## config.mk

```make
export PLATFORM = sky130hd
export DESIGN_NAME = tx_redundant_framer
export DESIGN_NICKNAME = d
export VERILOG_FILES = /design/src/rtl/tx_redundant_framer.sv
export SDC_FILE = /design/constraint.sdc
export NUM_CORES = 1
export LEC_CHECK = 0
export CORE_ASPECT_RATIO = 0.5
export CORE_UTILIZATION = 32
export CTS_BUF_LIST = sky130_fd_sc_hd__clkbuf_8 sky130_fd_sc_hd__clkbuf_16
export CTS_CLUSTER_DIAMETER = 60
export DETAILED_ROUTE_END_ITERATION = 8
export PLACE_DENSITY_LB_ADDON = 0.25
export SLEW_MARGIN = 0
export SYNTH_ARGS = -nofsm -noshare
export SYNTH_HDL_FRONTEND = slang
export SYNTH_SLANG_ARGS = --single-unit
```

## constraint.sdc

```tcl
create_clock -name clk125MHz -period 4.1 [get_ports clk125MHz]
set_input_delay 0.41 -clock clk125MHz [delete_from_list [all_inputs] [get_ports clk125MHz]]
set_output_delay 0.41 -clock clk125MHz [all_outputs]
set_load 0.02 [all_outputs]
```

## src/rtl/tx_redundant_framer.sv

```systemverilog
// rtl/tx_redundant_framer.sv - redundant Ethernet frame transmitter with sequence/copy stamping
module tx_redundant_framer #(
  parameter int REDUNDANCY = 3,
  parameter int ID_POS     = 25,
  parameter int MAX_LEN    = 1514,
  parameter int IFG_BYTES  = 12
) (
  input  logic        clk125MHz,
  input  logic        rst,
  input  logic        adv_data,
  input  logic        start,
  input  logic [10:0] pl_len,
  output logic [10:0] pl_addr,
  input  logic [7:0]  pl_data,
  output logic [7:0]  tx_data,
  output logic        tx_en,
  output logic        busy,
  output logic        done,
  output logic [7:0]  seq
);

  typedef enum logic [2:0] {IDLE, PRE, SFD, PAY, PAD, FCS, IFG} state_t;

  state_t      state, state_nx;
  logic [10:0] len, off, cnt, len_clamp;
  logic [2:0]  copy;
  logic [31:0] crc;
  logic [7:0]  byte_nx;
  logic        en_nx, ifg_last, last_copy;

  // Payload prefetch: the buffer answers one cycle after the address, so a
  // short queue keeps full-rate PAY fed while the address runs ahead.
  logic [7:0]  pf_mem [4];
  logic [1:0]  pf_wr, pf_rd;
  logic [2:0]  pf_cnt;
  logic        pf_inflight, pf_issue, pf_pop;

  assign len_clamp = (pl_len > 11'(MAX_LEN)) ? 11'(MAX_LEN) : pl_len;
  assign ifg_last  = (cnt == 11'(IFG_BYTES - 1));
  assign last_copy = (copy == 3'(REDUNDANCY - 1));
  assign pf_pop    = adv_data && (state == PAY);
  assign pf_issue  = ((state == PRE) || (state == SFD) || (state == PAY)) &&
                     (pl_addr < len) && ((pf_cnt + {2'b0, pf_inflight}) < 3'd3);

  function automatic logic [31:0] crc_upd(input logic [31:0] c, input logic [7:0] b);
    logic [31:0] r;
    r = c ^ {24'h0, b};
    for (int i = 0; i < 8; i++) r = r[0] ? ((r >> 1) ^ 32'hEDB88320) : (r >> 1);
    return r;
  endfunction

  // State register
  always_ff @(posedge clk125MHz) begin
    if (rst) state <= IDLE;
    else     state <= state_nx;
  end

  // Next state: start is taken on any cycle, everything else moves on adv slots
  always_comb begin
    state_nx = state;
    if (state == IDLE) begin
      if (start) state_nx = PRE;
    end else if (adv_data) begin
      case (state)
        PRE: if (cnt == 11'd6) state_nx = SFD;
        SFD: state_nx = (len == 11'd0) ? PAD : PAY;
        PAY: if (off == len - 11'd1) state_nx = (len < 11'd60) ? PAD : FCS;
        PAD: if (off == 11'd59) state_nx = FCS;
        FCS: if (cnt == 11'd3) state_nx = IFG;
        IFG: if (ifg_last) state_nx = last_copy ? IDLE : PRE;
        default: state_nx = IDLE;
      endcase
    end
  end

  // Output byte for the current slot, stamps overriding payload or pad
  always_comb begin
    byte_nx = 8'h00;
    en_nx   = 1'b0;
    case (state)
      PRE: begin byte_nx = 8'h55; en_nx = 1'b1; end
      SFD: begin byte_nx = 8'hD5; en_nx = 1'b1; end
      PAY, PAD: begin
        en_nx = 1'b1;
        if (off == 11'(ID_POS))          byte_nx = seq;
        else if (off == 11'(ID_POS + 1)) byte_nx = {5'b0, copy};
        else if (state == PAY)           byte_nx = pf_mem[pf_rd];
      end
      FCS: begin byte_nx = ~crc[8*cnt[1:0] +: 8]; en_nx = 1'b1; end
      default: ;
    endcase
  end

  // Prefetch queue storage
  always_ff @(posedge clk125MHz) begin
    if (pf_inflight) pf_mem[pf_wr] <= pl_data;
  end

  // Prefetch pointers and buffer address
  always_ff @(posedge clk125MHz) begin
    if (rst) begin
      pf_wr <= '0; pf_rd <= '0; pf_cnt <= '0; pf_inflight <= 1'b0; pl_addr <= '0;
    end else begin
      pf_inflight <= pf_issue;
      if (pf_issue) pl_addr <= pl_addr + 11'd1;
      else if (adv_data && (state == IFG) && ifg_last) pl_addr <= '0;
      if (pf_inflight) pf_wr <= pf_wr + 2'd1;
      if (pf_pop) pf_rd <= pf_rd + 2'd1;
      pf_cnt <= pf_cnt + {2'b0, pf_inflight} - {2'b0, pf_pop};
    end
  end

  // Frame datapath: counters, CRC, registered outputs, burst bookkeeping
  always_ff @(posedge clk125MHz) begin
    if (rst) begin
      tx_data <= '0; tx_en <= 1'b0; busy <= 1'b0; done <= 1'b0; seq <= '0;
      copy <= '0; len <= '0; off <= '0; cnt <= '0; crc <= 32'hFFFFFFFF;
    end else begin
      done <= 1'b0;
      if ((state == IDLE) && start) begin
        len  <= len_clamp;
        busy <= 1'b1;
      end
      if (state_nx != state) cnt <= '0;
      else if (adv_data)     cnt <= cnt + 11'd1;
      if (adv_data && (state != IDLE)) begin
        tx_data <= byte_nx;
        tx_en   <= en_nx;
        case (state)
          SFD: begin off <= '0; crc <= 32'hFFFFFFFF; end
          PAY, PAD: begin off <= off + 11'd1; crc <= crc_upd(crc, byte_nx); end
          IFG: if (ifg_last) begin
            if (last_copy) begin
              done <= 1'b1; seq <= seq + 8'd1; copy <= '0; busy <= 1'b0;
            end else begin
              copy <= copy + 3'd1;
            end
          end
          default: ;
        endcase
      end
    end
  end

endmodule

```

-- After elaboration in Yosys (flattened, before gate mapping)
Memory sizes are Yosys's and may differ from the RTL's. A register that Yosys moved wholly into a read port is not among the register bits.
Cells that the tools add are included.
- register bits after elaboration: 109
- bits in writable memories: 32
- output and inout port bits: 30
- memories kept: 1
- add/subtract/negate cells: 10
- $lt $le $gt $ge: 4
- equality and inequality tests: 15
- shift operators: 1
- multiplexer cells: 41
- bitwise operators: 13
- reduce and logical (&&, ||, !) cells: 21
- memories (memory ; words ; bits a word ; read ports ; clocked after Yosys merged registers in ; wr ports ; RTL line ; source):
    pf_mem ; 4 ; 8 ; 1 ; 1 ; 1 ; 33 ; logic [7:0] pf_mem [4];
- operators by type and width (kind ; number):
    32-bit two-way mux ; 8
    13-bit NOT with 14-bit output ; 8
    32-bit one-hot mux with 2 select lines ; 1
    11-bit by 1-bit adder with 11-bit output (second input constant) ; 3
    11-bit two-way mux ; 3
    8-bit one-hot mux with 4 select lines ; 1
    32-bit by 6-bit variable part select with 8-bit output ; 1
    32-bit by 8-bit bitwise XOR with 32-bit output ; 1
    3-bit two-way mux ; 10
    8-bit two-way mux ; 3
    11-bit by 5-bit equality test with 1-bit output (second input constant) ; 2
    11-bit one-hot mux with 2 select lines ; 1
    3-bit one-hot mux with 6 select lines ; 1
    11-bit equality test ; 1
    11-bit by 2-bit equality test with 1-bit output (second input constant) ; 1
    11-bit by 3-bit equality test with 1-bit output (second input constant) ; 1
    11-bit by 4-bit equality test with 1-bit output (second input constant) ; 1
    11-bit by 6-bit equality test with 1-bit output (second input constant) ; 1
    11-bit greater-than comparator (second input constant) ; 1
    11-bit logical NOT ; 1
    11-bit less-than comparator ; 1
    11-bit by 6-bit less-than comparator with 1-bit output (second input constant) ; 1
    1-bit two-way mux ; 11
    11-bit by 1-bit subtractor with 11-bit output (second input constant) ; 1
    other kinds (24) ; 41

-- Longest topological paths before layout
- word-level depth: 23
- gate-level depth with buffers: 14
- gate-level depth less buffers: 12

-- Worst setup path after synthesis
Ideal clock, no wire load.
- path kind: register -> register
- start point: reg off[7]
- end point: reg crc[19]
- library setup time: 0.114 ns
- data arrival time: 3.235 ns
- setup slack: 0.751 ns
- cell stages (with the launch flop): 12
- path buffers: 1
- cell sequence: dfxtp_1 buf_6 or4_4 or3_4 or2_0 a211oi_2 xnor2_2 xnor2_4 xor2_2 xor2_1 or3_1 a21o_1
- longest elaborated chain between the ends: 19
- RTL lines (element ; RTL line ; source):
    start: declaration ; 25 ; logic [10:0] len, off, cnt, len_clamp;
    start signal: assignment ; 131 ; PAY, PAD: begin off <= off + 11'd1; crc <= crc_upd(crc, byte_nx); end
    11-bit by 5-bit equality test with 1-bit output ; 86 ; else if (off == 11'(ID_POS + 1)) byte_nx = {5'b0, copy};
    8-bit two-way mux ; 86 ;
    8-bit two-way mux (*) ; 85 ; if (off == 11'(ID_POS)) byte_nx = seq;
    8-bit one-hot mux with 4 select lines (*) ; 80 ; case (state)
    32-bit by 8-bit bitwise XOR with 32-bit output (*) ; 47 ; r = c ^ {24'h0, b};
    32-bit two-way mux (*) (2 in series) ; 48 ; for (int i = 0; i < 8; i++) r = r[0] ? ((r >> 1) ^ 32'hEDB88320) : (r >> 1);
    13-bit NOT with 14-bit output (no line) ; n/a ;
    32-bit two-way mux (*) ; 48 ;
    13-bit NOT with 14-bit output (no line) ; n/a ;
    32-bit two-way mux (*) (2 in series) ; 48 ;
    13-bit NOT with 14-bit output (no line) ; n/a ;
    32-bit two-way mux (*) ; 48 ;
    13-bit NOT with 14-bit output (no line) ; n/a ;
    32-bit two-way mux (*) ; 48 ;
    13-bit NOT with 14-bit output (no line) ; n/a ;
    32-bit two-way mux (*) ; 48 ;
    32-bit one-hot mux with 2 select lines (*) ; 129 ; case (state)
    end signal: assignment ; 131 ;
    end: declaration ; 27 ; logic [31:0] crc;
Mark *: on every way between the ends. The rest lies on a longest branch, timed or not.
A chain may end at the register's enable or synchronous reset.

-- Final worst setup path
- start point: reg len[0]
- end point: reg cnt[1]
- longest elaborated chain between the ends: 8
- RTL lines (element ; RTL line ; source):
    start: declaration ; 25 ;
    start signal: assignment ; 121 ; len <= len_clamp;
    11-bit by 1-bit subtractor with 11-bit output / 11-bit by 6-bit less-than comparator with 1-bit output (equally long branches) ; 67 ; PAY: if (off == len - 11'd1) state_nx = (len < 11'd60) ? PAD : FCS;
    11-bit equality test / 1-bit two-way mux (equally long branches) ; 67 ;
    3-bit two-way mux ; 67 ;
    3-bit one-hot mux with 6 select lines (*) ; 64 ; case (state)
    3-bit two-way mux (*) ; 63 ; end else if (adv_data) begin
    3-bit two-way mux (*) ; 61 ; if (state == IDLE) begin
    3-bit inequality test (*) ; 124 ; if (state_nx != state) cnt <= '0;
    2-bit OR reduction (no line) (*) ; n/a ;
    end signal: assignment ; 125 ; else if (adv_data) cnt <= cnt + 11'd1;
    end: declaration ; 25 ;
Marks and branches as above.

==> impl_metrics.env <==
export IMPL_status="finished clean"
export IMPL_vias=5784
export IMPL_ys_flop_type="dfxtp_1"
export IMPL_grt_max_degree=30
export IMPL_post_cts_buffers=0
export IMPL_critical_path_class="flop to flop"
export IMPL_vias_per_cell=5.05
export IMPL_final_setup_tns_ns=0
export IMPL_n_antenna_cell=0
export IMPL_gp_congestion=0.852
export IMPL_layout_commonest_cell="dfxtp_1"
export IMPL_ys_types=73
export IMPL_port_buffers=52
export IMPL_cap_viol_max_count=0
export IMPL_fill_cells=2226
export IMPL_fin_crit_ns=3.69
export IMPL_cts_sinks=143
export IMPL_core_um2=23200
export IMPL_place_hpwl_um=14100
export IMPL_hold_buffers=0
export IMPL_clk_pin_slew_worst_paths_ns=0.07
export IMPL_power_leakage_nw=3.19
export IMPL_grt_total_usage=0.160
export IMPL_fmaxAchievable_mhz=271
export IMPL_clock_latency_ns=0.43
export IMPL_drt_iter0_drc=455
export IMPL_ir_drop_mv=0.240
export IMPL_ys_seq_area_frac=0.415
export IMPL_power_density_nw_per_um2=406
export IMPL_grt_remaining_overflow=0
export IMPL_area_growth_pct=18.3
export IMPL_finalSetupViolations=0
export IMPL_firstDrtPassIters=5
export IMPL_multiInputGateArea_um2=4180
export IMPL_synth_fp_nets=825
export IMPL_synth_seq_cells=143
export IMPL_die_y_um=111
export IMPL_grt_pass1_vias=5589
export IMPL_antenna_found_initial=0
export IMPL_maxSlewHeadroom=0.325
export IMPL_netlist_area_um2=7670
export IMPL_die_x_um=221
export IMPL_critPathLaunchType="flop"
export IMPL_critPathMaxFanout=11
export IMPL_fin_cells=1146
export IMPL_drtAntennaViolNets=0
export IMPL_die_area_um2=24600
export IMPL_avgRoutedWirePerCell_um=16.7
export IMPL_drive_gt1_frac=0.107
export IMPL_hp_class="input pin to flop"
export IMPL_placed_cells=1114
export IMPL_avgSynthCellArea_um2=9.89
export IMPL_rsz0062_at_grt="no"
export IMPL_nets=875
export IMPL_finalHoldViolations=0
export IMPL_core_rowCount=39
export IMPL_async_flop_share=0
export IMPL_ff_latch_area_um2=3180
export IMPL_cts_buffer_depth=2
export IMPL_ioPinCount=53
export IMPL_end_kind="flop"
export IMPL_layout_common_cells="111 x dfxtp_1, 96 x nor2_1, 57 x xnor2_1"
export IMPL_required_ns=4.44
export IMPL_arrival_ns=4.04
export IMPL_fin_skew_ns=0.0177
export IMPL_drt_total_wl_um=19100
export IMPL_grt_pass1_wl_um=31000
export IMPL_tritoncts="built"
export IMPL_synth_edff_count=32
export IMPL_initial_core_util=0.331
export IMPL_numCtsBuffers=17
export IMPL_syn_instance_count=776
export IMPL_finalCritPeriodShare=0.901
export IMPL_cts_root_buf="clkbuf_16"
export IMPL_tightest_slew_ns=1.01
export IMPL_htree_levels=4
export IMPL_cts_repair_resized=0
export IMPL_drc=0
export IMPL_drv_slew=0
export IMPL_ys_warnings_count=0
==> flip-flops by register name, summed over array words and instances, names as in the netlist, 8 cells and up, named ones only <==
name	flops
crc	32
pf_mem	32
cnt	11
len	11
off	11
pl_addr	11
seq	8
tx_data	8
==> cell usage after synthesis (all sizes together), types with 4 or more instances <==
master / n / area share
a211oi: 22 / 0.022
a21o: 10 / 0.0099
a21oi: 40 / 0.026
a221o: 4 / 0.0052
a22oi: 5 / 0.0049
a31oi: 6 / 0.0049
and2: 8 / 0.0065
and3: 10 / 0.0082
buf: 6 / 0.0064
clkbuf: 29 / 0.019
dfxtp: 111 / 0.29
edfxtp: 32 / 0.13
ha: 26 / 0.042
inv: 29 / 0.014
mux2i: 6 / 0.0078
mux4: 16 / 0.048
nand2: 31 / 0.015
nand2b: 20 / 0.016
nand3: 22 / 0.014
nand3b: 7 / 0.0068
nand4: 10 / 0.0082
nor2: 96 / 0.047
nor2b: 6 / 0.0049
nor3: 19 / 0.012
nor3b: 4 / 0.0054
o21ai: 20 / 0.013
o22ai: 20 / 0.016
or2: 4 / 0.0033
or3: 8 / 0.0072
xnor2: 67 / 0.089
xor2: 45 / 0.052
==> where the power goes <==
part,internal [W],switching (W)
logic,0.000257,0.000315
registers,0.00148,0.0000464
clock network,0.000918,0.000669
total,0.00265,0.00103
==> routing by layer <==
metal,wire length [um],GRT usage,up-vias
li1,-,-,2880
met2,8860,0.254,96
met3,727,0.0351,12
met1,9360,0.221,2796
met4,168,0.0424,0
met5,0,0,-
==> logic make-up after synthesis <==
| kind of cell | count (synthesis) | share of synthesized area |
|---|---|---|
| flops | 143 | 0.415 |
| xor+xnor | 112 | 0.142 |
| compound gates | 151 | 0.135 |
| simple gates | 257 | 0.169 |
| fa+ha+maj | 26 | 0.0424 |
| buf+inv | 64 | 0.0400 |
| mux | 23 | 0.0571 |
==> worst max-delay path: stages, from the launching register on <==
cell	delay, ns
dfxtp_1	0.48
inv_1	0.08
ha_1	0.31
xnor2_1	0.12
or4_1	0.51
nor3_1	0.19
nor4b_1	0.57
o211ai_1	0.23
a211oi_1	0.29
a21oi_1	0.07
a311o_1	0.51
a211oi_1	0.25
==> worst paths after layout <==
kind          start   endpoint  slack (ns)  cells after the start
max          len[0]     cnt[1]        0.41                     11
min             rst  pf_cnt[1]        0.39                      2
max reg2reg  len[0]     cnt[1]        0.41                     11
min reg2reg    busy       busy        0.50                      2
==> layout make-up <==
| type | count | area share |
|---|---|---|
| clock buffers | 17 | 0.0469 |
| clock inverters | 15 | 0.0192 |
| inverters | 29 | 0.0120 |
| multi-input cells | 569 | 0.461 |
| flip-flops and latches | 143 | 0.351 |
| well taps | 307 | 0.0423 |
| repair buffers | 66 | 0.0684 |
==> per-stage QoR <==
| stage | hold slack (ns) | cell area, um^2 | total power [W] | util | worst slack (ns) |
|---|---|---|---|---|---|
| after floorplan | 0.481 | 7670 | 0.00196 | - | 0.751 |
| after global placement | 0.490 | 8480 | 0.00213 | 0.366 | 0.401 |
| after detailed placement | 0.483 | 8480 | 0.00212 | 0.366 | 0.399 |
| after CTS | 0.363 | 9080 | 0.00373 | 0.392 | 0.376 |
| after global routing | 0.386 | 9080 | 0.00385 | 0.392 | 0.0277 |
| final | 0.387 | 9080 | 0.00368 | 0.392 | 0.406 |
No activity file was read; power rests on OpenSTA's default activity.
